===== src/rtl/systolic_batch_scheduler.sv =====
// Batch scheduler in front of systolic_array: packs tagged dot-product jobs into unit slots,
// launches the batch once, waits for the active units, then drains results in slot order.
module systolic_batch_scheduler #(
  parameter int unsigned WIDTH         = 16,
  parameter int unsigned MAX_LENGTH    = 64,
  parameter int unsigned NUM_UNITS     = 64,
  parameter int unsigned ID_WIDTH      = 8,
  parameter int unsigned BATCH_TIMEOUT = 32,
  parameter int unsigned WAIT_LIMIT    = 4096
) (
  input  logic                                    clk,
  input  logic                                    reset,
  input  logic                                    job_valid,
  output logic                                    job_ready,
  input  logic [$clog2(MAX_LENGTH)-1:0]           job_length,
  input  logic [ID_WIDTH-1:0]                     job_id,
  input  logic                                    flush,
  output logic                                    arr_start,
  output logic [NUM_UNITS-1:0]                    arr_active_units,
  output logic [NUM_UNITS*$clog2(MAX_LENGTH)-1:0] arr_length_array,
  input  logic [NUM_UNITS*WIDTH-1:0]              arr_result_array,
  input  logic [NUM_UNITS-1:0]                    arr_done_array,
  output logic                                    res_valid,
  input  logic                                    res_ready,
  output logic [ID_WIDTH-1:0]                     res_id,
  output logic [$clog2(NUM_UNITS)-1:0]            res_unit,
  output logic [WIDTH-1:0]                        res_data,
  output logic                                    res_err,
  output logic                                    busy,
  output logic                                    timeout_err
);

  localparam int unsigned LenW  = $clog2(MAX_LENGTH);
  localparam int unsigned UnitW = $clog2(NUM_UNITS);
  localparam int unsigned CntW  = $clog2(NUM_UNITS + 1);
  localparam int unsigned TimW  = $clog2(BATCH_TIMEOUT + 1);
  localparam int unsigned WaitW = $clog2(WAIT_LIMIT + 1);

  localparam logic [CntW-1:0]  FullCnt    = CntW'(NUM_UNITS);
  localparam logic [TimW-1:0]  TimeoutCnt = TimW'(BATCH_TIMEOUT);
  localparam logic [WaitW-1:0] WaitMax    = WaitW'(WAIT_LIMIT);

  typedef enum logic [2:0] {StIdle, StCollect, StLaunch, StWait, StDrain} state_e;

  state_e                    state_q, state_d;
  logic [CntW-1:0]           count_q, count_d;
  logic [NUM_UNITS-1:0]      mask_q, mask_d;
  logic [NUM_UNITS*LenW-1:0] len_q, len_d;
  logic [NUM_UNITS*ID_WIDTH-1:0] id_q, id_d;
  logic [NUM_UNITS*WIDTH-1:0] res_q, res_d;
  logic [TimW-1:0]           timer_q, timer_d;
  logic [WaitW-1:0]          wait_q, wait_d;
  logic [UnitW-1:0]          slot_q, slot_d;
  logic                      start_q, start_d;
  logic                      err_q, err_d;
  logic                      tmo_q, tmo_d;
  logic                      accept;

  assign job_ready = ((state_q == StIdle) || (state_q == StCollect)) && (count_q != FullCnt);
  assign accept    = job_valid & job_ready;

  always_comb begin
    state_d = state_q;
    count_d = count_q;
    mask_d  = mask_q;
    len_d   = len_q;
    id_d    = id_q;
    res_d   = res_q;
    timer_d = timer_q;
    wait_d  = wait_q;
    slot_d  = slot_q;
    start_d = 1'b0;
    err_d   = err_q;
    tmo_d   = tmo_q;

    if (accept) begin
      id_d[count_q[UnitW-1:0]*ID_WIDTH +: ID_WIDTH] = job_id;
      len_d[count_q[UnitW-1:0]*LenW +: LenW]        = job_length;
      mask_d[count_q[UnitW-1:0]]                    = (job_length != '0);
      count_d                                       = count_q + CntW'(1);
    end

    unique case (state_q)
      StIdle: begin
        if (accept) begin
          state_d = StCollect;
          timer_d = '0;
        end
      end
      StCollect: begin
        timer_d = accept ? '0 : timer_q + TimW'(1);
        // Evaluated on post-accept values so a job arriving with flush joins this batch.
        if ((count_d == FullCnt) || flush || (timer_d == TimeoutCnt)) begin
          state_d = StLaunch;
          start_d = (mask_d != '0);
        end
      end
      StLaunch: begin
        state_d = StWait;
        wait_d  = '0;
      end
      StWait: begin
        if ((arr_done_array & mask_q) == mask_q) begin
          state_d = StDrain;
          slot_d  = '0;
          err_d   = 1'b0;
          for (int unsigned k = 0; k < NUM_UNITS; k++) begin
            res_d[k*WIDTH +: WIDTH] = mask_q[k] ? arr_result_array[k*WIDTH +: WIDTH] : '0;
          end
        end else begin
          wait_d = wait_q + WaitW'(1);
          if (wait_d == WaitMax) begin
            state_d = StDrain;
            slot_d  = '0;
            err_d   = 1'b1;
            tmo_d   = 1'b1;
            res_d   = '0;
          end
        end
      end
      StDrain: begin
        if (res_ready) begin
          if (CntW'(slot_q) == count_q - CntW'(1)) begin
            state_d = StIdle;
            count_d = '0;
            mask_d  = '0;
            len_d   = '0;
            id_d    = '0;
            res_d   = '0;
            slot_d  = '0;
            err_d   = 1'b0;
          end else begin
            slot_d = slot_q + UnitW'(1);
          end
        end
      end
      default: state_d = StIdle;
    endcase
  end

  always_ff @(posedge clk) begin
    if (reset) begin
      state_q <= StIdle;
      count_q <= '0;
      mask_q  <= '0;
      len_q   <= '0;
      id_q    <= '0;
      res_q   <= '0;
      timer_q <= '0;
      wait_q  <= '0;
      slot_q  <= '0;
      start_q <= 1'b0;
      err_q   <= 1'b0;
      tmo_q   <= 1'b0;
    end else begin
      state_q <= state_d;
      count_q <= count_d;
      mask_q  <= mask_d;
      len_q   <= len_d;
      id_q    <= id_d;
      res_q   <= res_d;
      timer_q <= timer_d;
      wait_q  <= wait_d;
      slot_q  <= slot_d;
      start_q <= start_d;
      err_q   <= err_d;
      tmo_q   <= tmo_d;
    end
  end

  assign arr_start        = start_q;
  assign arr_active_units = mask_q;
  assign arr_length_array = len_q;
  assign res_valid        = (state_q == StDrain);
  assign res_id           = id_q[slot_q*ID_WIDTH +: ID_WIDTH];
  assign res_unit         = slot_q;
  assign res_data         = res_q[slot_q*WIDTH +: WIDTH];
  assign res_err          = err_q;
  assign busy             = (state_q != StIdle);
  assign timeout_err      = tmo_q;

endmodule


===== config.mk =====
export PLATFORM = sky130hd
export DESIGN_NAME = systolic_batch_scheduler
export DESIGN_NICKNAME = d
export VERILOG_FILES = /design/src/rtl/systolic_batch_scheduler.sv
export SDC_FILE = /design/constraint.sdc
export NUM_CORES = 2
export LEC_CHECK = 0
export CAP_MARGIN = 20
export CORE_AREA = 2 2 627 629
export CTS_BUF_LIST = sky130_fd_sc_hd__clkbuf_2 sky130_fd_sc_hd__clkbuf_4 sky130_fd_sc_hd__clkbuf_8
export DETAILED_ROUTE_END_ITERATION = 16
export DIE_AREA = 0 0 629 631
export DONT_BUFFER_PORTS = 1
export SYNTH_ARGS = -nofsm -noshare
export SYNTH_HDL_FRONTEND = slang
export SYNTH_SLANG_ARGS = --single-unit

===== constraint.sdc =====
create_clock -name clk -period 4.5 [get_ports clk]
set_clock_uncertainty 0.1 [all_clocks]
set_input_delay 0.9 -clock clk [delete_from_list [all_inputs] [get_ports clk]]
set_output_delay 0.9 -clock clk [all_outputs]
set_load 0.005 [all_outputs]

==> Word level (Yosys, flattened, before mapping) <==
Index checks and enable logic that the tools add are counted.
{ "classes": {"n_bitwise": 5, "eq_ne": 16, "n_addsub": 7, "n_mux": 112, "shifts": 6, "mul": 1, "n_lt_le_gt_ge": 2, "n_reduce_logical": 19} }
{ "op_table": {"columns": ["op", "n"], "rows": [
  ["$mux W1024", 4],
  ["$mux W512", 4],
  ["$pmux W1024 S2", 1],
  ["$mux W384", 4],
  ["$mux W16", 64],
  ["$shiftx A1024 B11 Y16", 1],
  ["$bwmux W512", 1],
  ["$shift A8 B34 Y512 const A", 1],
  ["$shiftx A512 B10 Y8", 1],
  ["$shiftx A8 B34 Y512", 1],
  ["$bwmux W384", 1],
  ["$shift A6 B34 Y384 const A", 1],
  ["$shiftx A6 B34 Y384", 1],
  ["$mux W64", 4],
  ["$neg A9 Y34", 2],
  ["$and A64 B64 Y64", 1],
  ["$bwmux W64", 1],
  ["$eq A64 B64 Y1", 1],
  ["$reduce_bool A64 Y1", 1],
  ["$mux W6", 6],
  ["$mux W7", 4],
  ["$pmux W13 S2", 1],
  ["$pmux W6 S2", 2],
  ["$mux W3", 6],
  ["36 further kinds", 54]
]} }
{ "totals": {"word_cells": 180, "reg_bits": 2022, "in_bits": 1107} }

==> Depth between registers and ports, before layout <==
{ "logic_depth": {"depth_word": 10, "mapped_depth": 20} }

==> Least setup slack after synthesis <==
Ideal clock, no wire load.
{ "synth_timing": {"path_kind": "register -> register", "from": "reg count_q[0]", "to": "reg len_q[47], in the netlist arr_length_array[47]", "setup_ns": 0.128, "stages_incl_launch_ff": 19, "t_arrival_ns": 4.060, "synth_period_minus_slack_ns": 4.287, "required_ns": 4.272, "setup_slack_ns": 0.213, "cell_sequence": "dfxtp_1 > buf_2 > buf_2 > inv_1 > clkbuf_1 > ha_1 > clkbuf_1 > nor3b_1 > and2_1 > o21ai_0 > nor3_1 > ha_1 > clkinv_1 > nor2_1 > nand3_1 > buf_2 > nor3_1 > mux2i_1 > nor2_1"} }
{ "synth_via": {"elab_chain_len": 8} }
{ "synth_lines": {"columns": ["element", "line", "text"], "rows": [
  ["from (decl)", "46", "logic [CntW-1:0] count_q, count_d;"],
  ["from (signal assigned)", "157", "count_q <= count_d;"],
  ["$mul A6 B2 Y8", "78", "len_d[count_q[UnitW-1:0]*LenW +: LenW] = job_length;"],
  ["$neg A9 Y34", "78", null],
  ["$shiftx A6 B34 Y384 / $shift A6 B34 Y384 (equally long branches)", "78", null],
  ["$bwmux W384", "78", null],
  ["$mux W384", "76", "if (accept) begin"],
  ["$mux W384", "123", "if (CntW'(slot_q) == count_q - CntW'(1)) begin"],
  ["$mux W384", "122", "if (res_ready) begin"],
  ["$mux W384 (*)", "83", "unique case (state_q)"],
  ["to (signal assigned)", "159", "len_q <= len_d;"],
  ["to (decl)", "48", "logic [NUM_UNITS*LenW-1:0] len_q, len_d;"]
]} }
Mark *: on every way between the ends. The rest lies on a longest branch, timed or not.
A chain may end at the register's enable or synchronous reset.

==> Worst setup path after layout <==
{ "layout_timing": {"from": "reg slot_q[0], in the netlist res_unit[0]", "to": "out res_data[9]"} }
{ "layout_via": {"elab_chain_len": 1} }
{ "layout_lines": {"columns": ["element", "line", "text"], "rows": [
  ["from (decl)", "53", "logic [UnitW-1:0] slot_q, slot_d;"],
  ["from (signal assigned)", "164", "slot_q <= slot_d;"],
  ["$shiftx A1024 B11 Y16", "177", "assign res_data = res_q[slot_q*WIDTH +: WIDTH];"],
  ["to (decl)", "27", "output logic [WIDTH-1:0] res_data,"]
]} }
No other way between the ends.

==> impl_metrics.csv <==
group,metric,value,unit
drt,drc,0,
setup_path,arrival,4230,ps
drt,avgViaCountPerCell,5.39,
finish,syn_to_final_growth,33.5,%
logic_synthesis,synth_edf_count,0,
cts,root_buffer,"clkbuf_8",
floorplanning,initial_core_util,0.222,
grt,grt_max_degree,167,
grt,grt_pass1_wl,701,mm
hold_path,min_path_cells,3,
outcome,status,"finished, violations left",
logic_synthesis,synth_nets,9476,
logic_synthesis,synth_cell_type_count,100,
setup_path,critPathLaunchType,"flip-flop",
setup_path,crit_fanout,8,
grt,overflow,0,
job,drv_cap,0,
floorplanning,core_area,391000,sq um
placed_design,routabilityCongestion,1.02,
power_and_ir_drop,vdd_drop_max,0.339,mV
sta,rsz0062_at_grt,"true",
floorplanning,design.die.area,397000,sq um
cts,clkSlewWorstSetupHoldPaths,60,ps
finish,final_cells,15300,
sta,setup_viol,24,
power_and_ir_drop,intPower,31.4,mW
setup_path,critPathBufInv,3,
cts,cts_buffer_depth,4,
power_and_ir_drop,p_per_area,407,nW/um^2
drt,wire_per_inst,34.9,um
power_and_ir_drop,total_power,47.1,mW
setup_path,reg2regPathDepth,13,
setup_path,critPathSlowestCell,"mux4_2",
sta,maxSlewViolCount,0,
placed_design,dpl-instance-area,95500,sq um
sta,maxSlewHeadroom,0.231,
logic_synthesis,syn_area_per_cell,10.4,sq um
outcome,violations,"setup timing",
grt,antenna_found_initial,213,
logic_synthesis,ys_seq_area_frac,0.467,
power_and_ir_drop,p_leak,40.7,nW
grt,use_met1,0.276,
sta,finalWorstSetupSlack,-735,ps
cts,cts.htree.levels,5,
sta,timing.fmax,0.191,GHz
finish,postLayoutCellArea,116000,sq um
placed_design,dpl_worst_slack,18.1,ps
logic_synthesis,synthCells,8348,
sta,tightest_slew,1150,ps
placed_design,placed_cells_incl_taps,13300,
logic_synthesis,synth_warnings,0,
floorplanning,fp-row-count,230,
floorplanning,io-pin-count,1591,
setup_path,cp_num_cells,6,
power_and_ir_drop,power.share.switching,0.332,
hold_path,min_path_type,"primary input to flip-flop",
finish,nFillCells,40000,
sta,tns,-14020,ps
sta,whs,159,ps
finish,drive_above_1_share,0.190,
grt,met2_usage,0.425,
setup_path,cp_cell_sequence,"buf_12, buf_12, mux4_2, mux4_2, mux4_2, buf_12",
floorplanning,die_h,631,um
setup_path,critPathKind,"flip-flop to primary output",
grt,grt_util_all_layers,0.255,
logic_synthesis,ys.flop_type,"dfxtp_1",
setup_path,slowest_delay,780,ps
setup_path,path_delay_family,"multiplexers",
sta,hold_viol_final,0,
drt,totalWireLength,533,mm
cts,worstSkewPairLatency,1110,ps
placed_design,post-dp-hpwl,402,mm
power_and_ir_drop,clockPowerShare,0.411,
power_and_ir_drop,p_sw,15.6,mW
drt,drt_iter0_drc,10800,
logic_synthesis,synth_seq_cells,2022,
cts,cts_buffers,362,
drt,ant_nets,0,
placed_design,port_buffers,0,
finish,finalCoreUtilization,0.296,
drt,drt_first_pass_iters,8,
power_and_ir_drop,pwr-share-comb,0.206,
setup_path,endpoint_kind,"primary output",
sta,finalCritPeriodShare,1.16,
drt,num_vias,82300,
grt,grt_pass1_vias,77700,
setup_path,required,3500,ps
cts,cts_tree,"yes",
grt,busiest_layer,"met2",
logic_synthesis,synth_area,86700,sq um
grt,gr-usage-met3,0.0885,
power_and_ir_drop,seqPwrFrac,0.383,
floorplanning,fp.dieW,629,um
finish,nets,10700,
sta,post-route-min-period,5230,ps
cts,cts_sinks,2022,
logic_synthesis,async_flop_share,0,
-- tightest hold or removal path, cell delays in order --
cell	delay, ps
and2_1	200
mux2i_1	150
nor2_1	50
-- area by class of cell --
| cell class | instances | area (sq um) | area share |
|---|---|---|---|
| tap | 5220 | 6530 | 0.0564 |
| sequential | 2022 | 40500 | 0.350 |
| clock inverter | 83 | 930 | 0.00803 |
| multi-input combinational | 5541 | 43100 | 0.373 |
| timing repair buffer | 1607 | 17000 | 0.147 |
| inverter | 38 | 150 | 0.00130 |
| antenna | 213 | 533 | 0.00460 |
| clock buffer | 558 | 6950 | 0.0600 |
-- Yosys cell counts (all sizes together) (36+ instances only) --
| cell type | count | area, sq um |
|---|---|---|
| dfxtp | 2022 | 40500 |
| nor2 | 913 | 3440 |
| a22o | 803 | 7030 |
| nand2 | 693 | 2610 |
| mux2i | 533 | 5340 |
| mux4 | 504 | 11400 |
| clkbuf | 443 | 1670 |
| a21oi | 438 | 2230 |
| nor3 | 315 | 1820 |
| buf | 305 | 1530 |
| nand3 | 252 | 1280 |
| o21ai | 241 | 1220 |
| nand4 | 191 | 1190 |
| and2 | 93 | 582 |
| a32o | 84 | 841 |
| nand2b | 59 | 369 |
| a311oi | 51 | 453 |
| and3 | 38 | 238 |
| inv | 36 | 135 |
-- path summary, 6_finish.rpt --
| kind | slack, ps | to | startpoint |
|---|---|---|---|
| worst max-delay path | -730 | res_data[9] | res_unit[0]$_SDFFE_PP0P_ |
| worst min-delay path | 160 | id_q[260]$_SDFF_PP0_ | job_id[4] |
| worst max register to register | 240 | res_q[465]$_SDFFE_PP0P_ | arr_active_units[56]$_SDFF_PP0_ |
| worst min register to register | 350 | id_q[505]$_SDFF_PP0_ | id_q[505]$_SDFF_PP0_ |
-- registers in the layout, summed over array words and instances (netlist names) --
name	count
arr_length_array	384
res_unit	6
wait_q	13
arr_active_units	64
arr_start	1
id_q	512
count_q	7
timer_q	6
timeout_err	1
state_q	3
res_q	1024
res_err	1
-- placed cells by master, fill, tap and decap left out, types with 22 or more instances in the layout --
| cell | synthesis | layout |
|---|---|---|
| nor2_1 | 909 | 902 |
| dfxtp_1 | 2022 | 2003 |
| diode_2 | 0 | 213 |
| a32o_1 | 84 | 84 |
| mux2i_1 | 533 | 533 |
| buf_16 | 0 | 22 |
| a21oi_1 | 433 | 432 |
| and2_1 | 91 | 90 |
| nand3_1 | 248 | 247 |
| mux4_2 | 504 | 504 |
| clkinv_2 | 0 | 36 |
| nand4_1 | 191 | 191 |
| nand2b_1 | 59 | 59 |
| clkbuf_8 | 0 | 441 |
| dlygate4sd3_1 | 0 | 1043 |
| a311oi_1 | 50 | 49 |
| nor3_2 | 44 | 48 |
| o21ai_0 | 230 | 229 |
| buf_4 | 5 | 382 |
| clkbuf_4 | 0 | 117 |
| inv_1 | 36 | 35 |
| a22o_1 | 803 | 802 |
| nor3_1 | 269 | 263 |
| nand2_1 | 690 | 690 |
| buf_12 | 0 | 134 |
| nor4_1 | 31 | 27 |
| and3_1 | 38 | 37 |
-- power groups by stage --
stage	Clock (mW)	Sequential, mW	Combinational (mW)
floorplan	0	18.4	4.27
global placement	0	18.4	7.82
detailed placement	0	18.4	7.82
CTS	19.5	18.0	9.33
global route	20.3	18.0	9.93
finish	19.3	18.0	9.71
-- routing by layer --
layer	wire length (um)	part of all wire
met4	41400	0.078
met3	64400	0.12
met2	249000	0.47
met1	178000	0.33
met5	355	0.00067
-- repair_timing --
action / CTS / global route
endpoints found under the setup margin: 24 / 152
endpoints found under the hold margin: 1189 / 0
hold buffers: 1044 / 0
gates resized for setup: 41 / 44
setup buffers: 33 / 15
pin swaps: 0 / 1
cloned: 15 / 6
-- cell families after synthesis --
kind of cell	share of synthesized area
AOI/OAI and AO/OA	0.151
xor gates and xnor gates	0.00466
adders and majority gates	0.00312
DFF	0.467
and+or+nand+nor	0.142
muxes	0.193
buffers and inverters	0.0386
(Power assumes the default switching activity.)
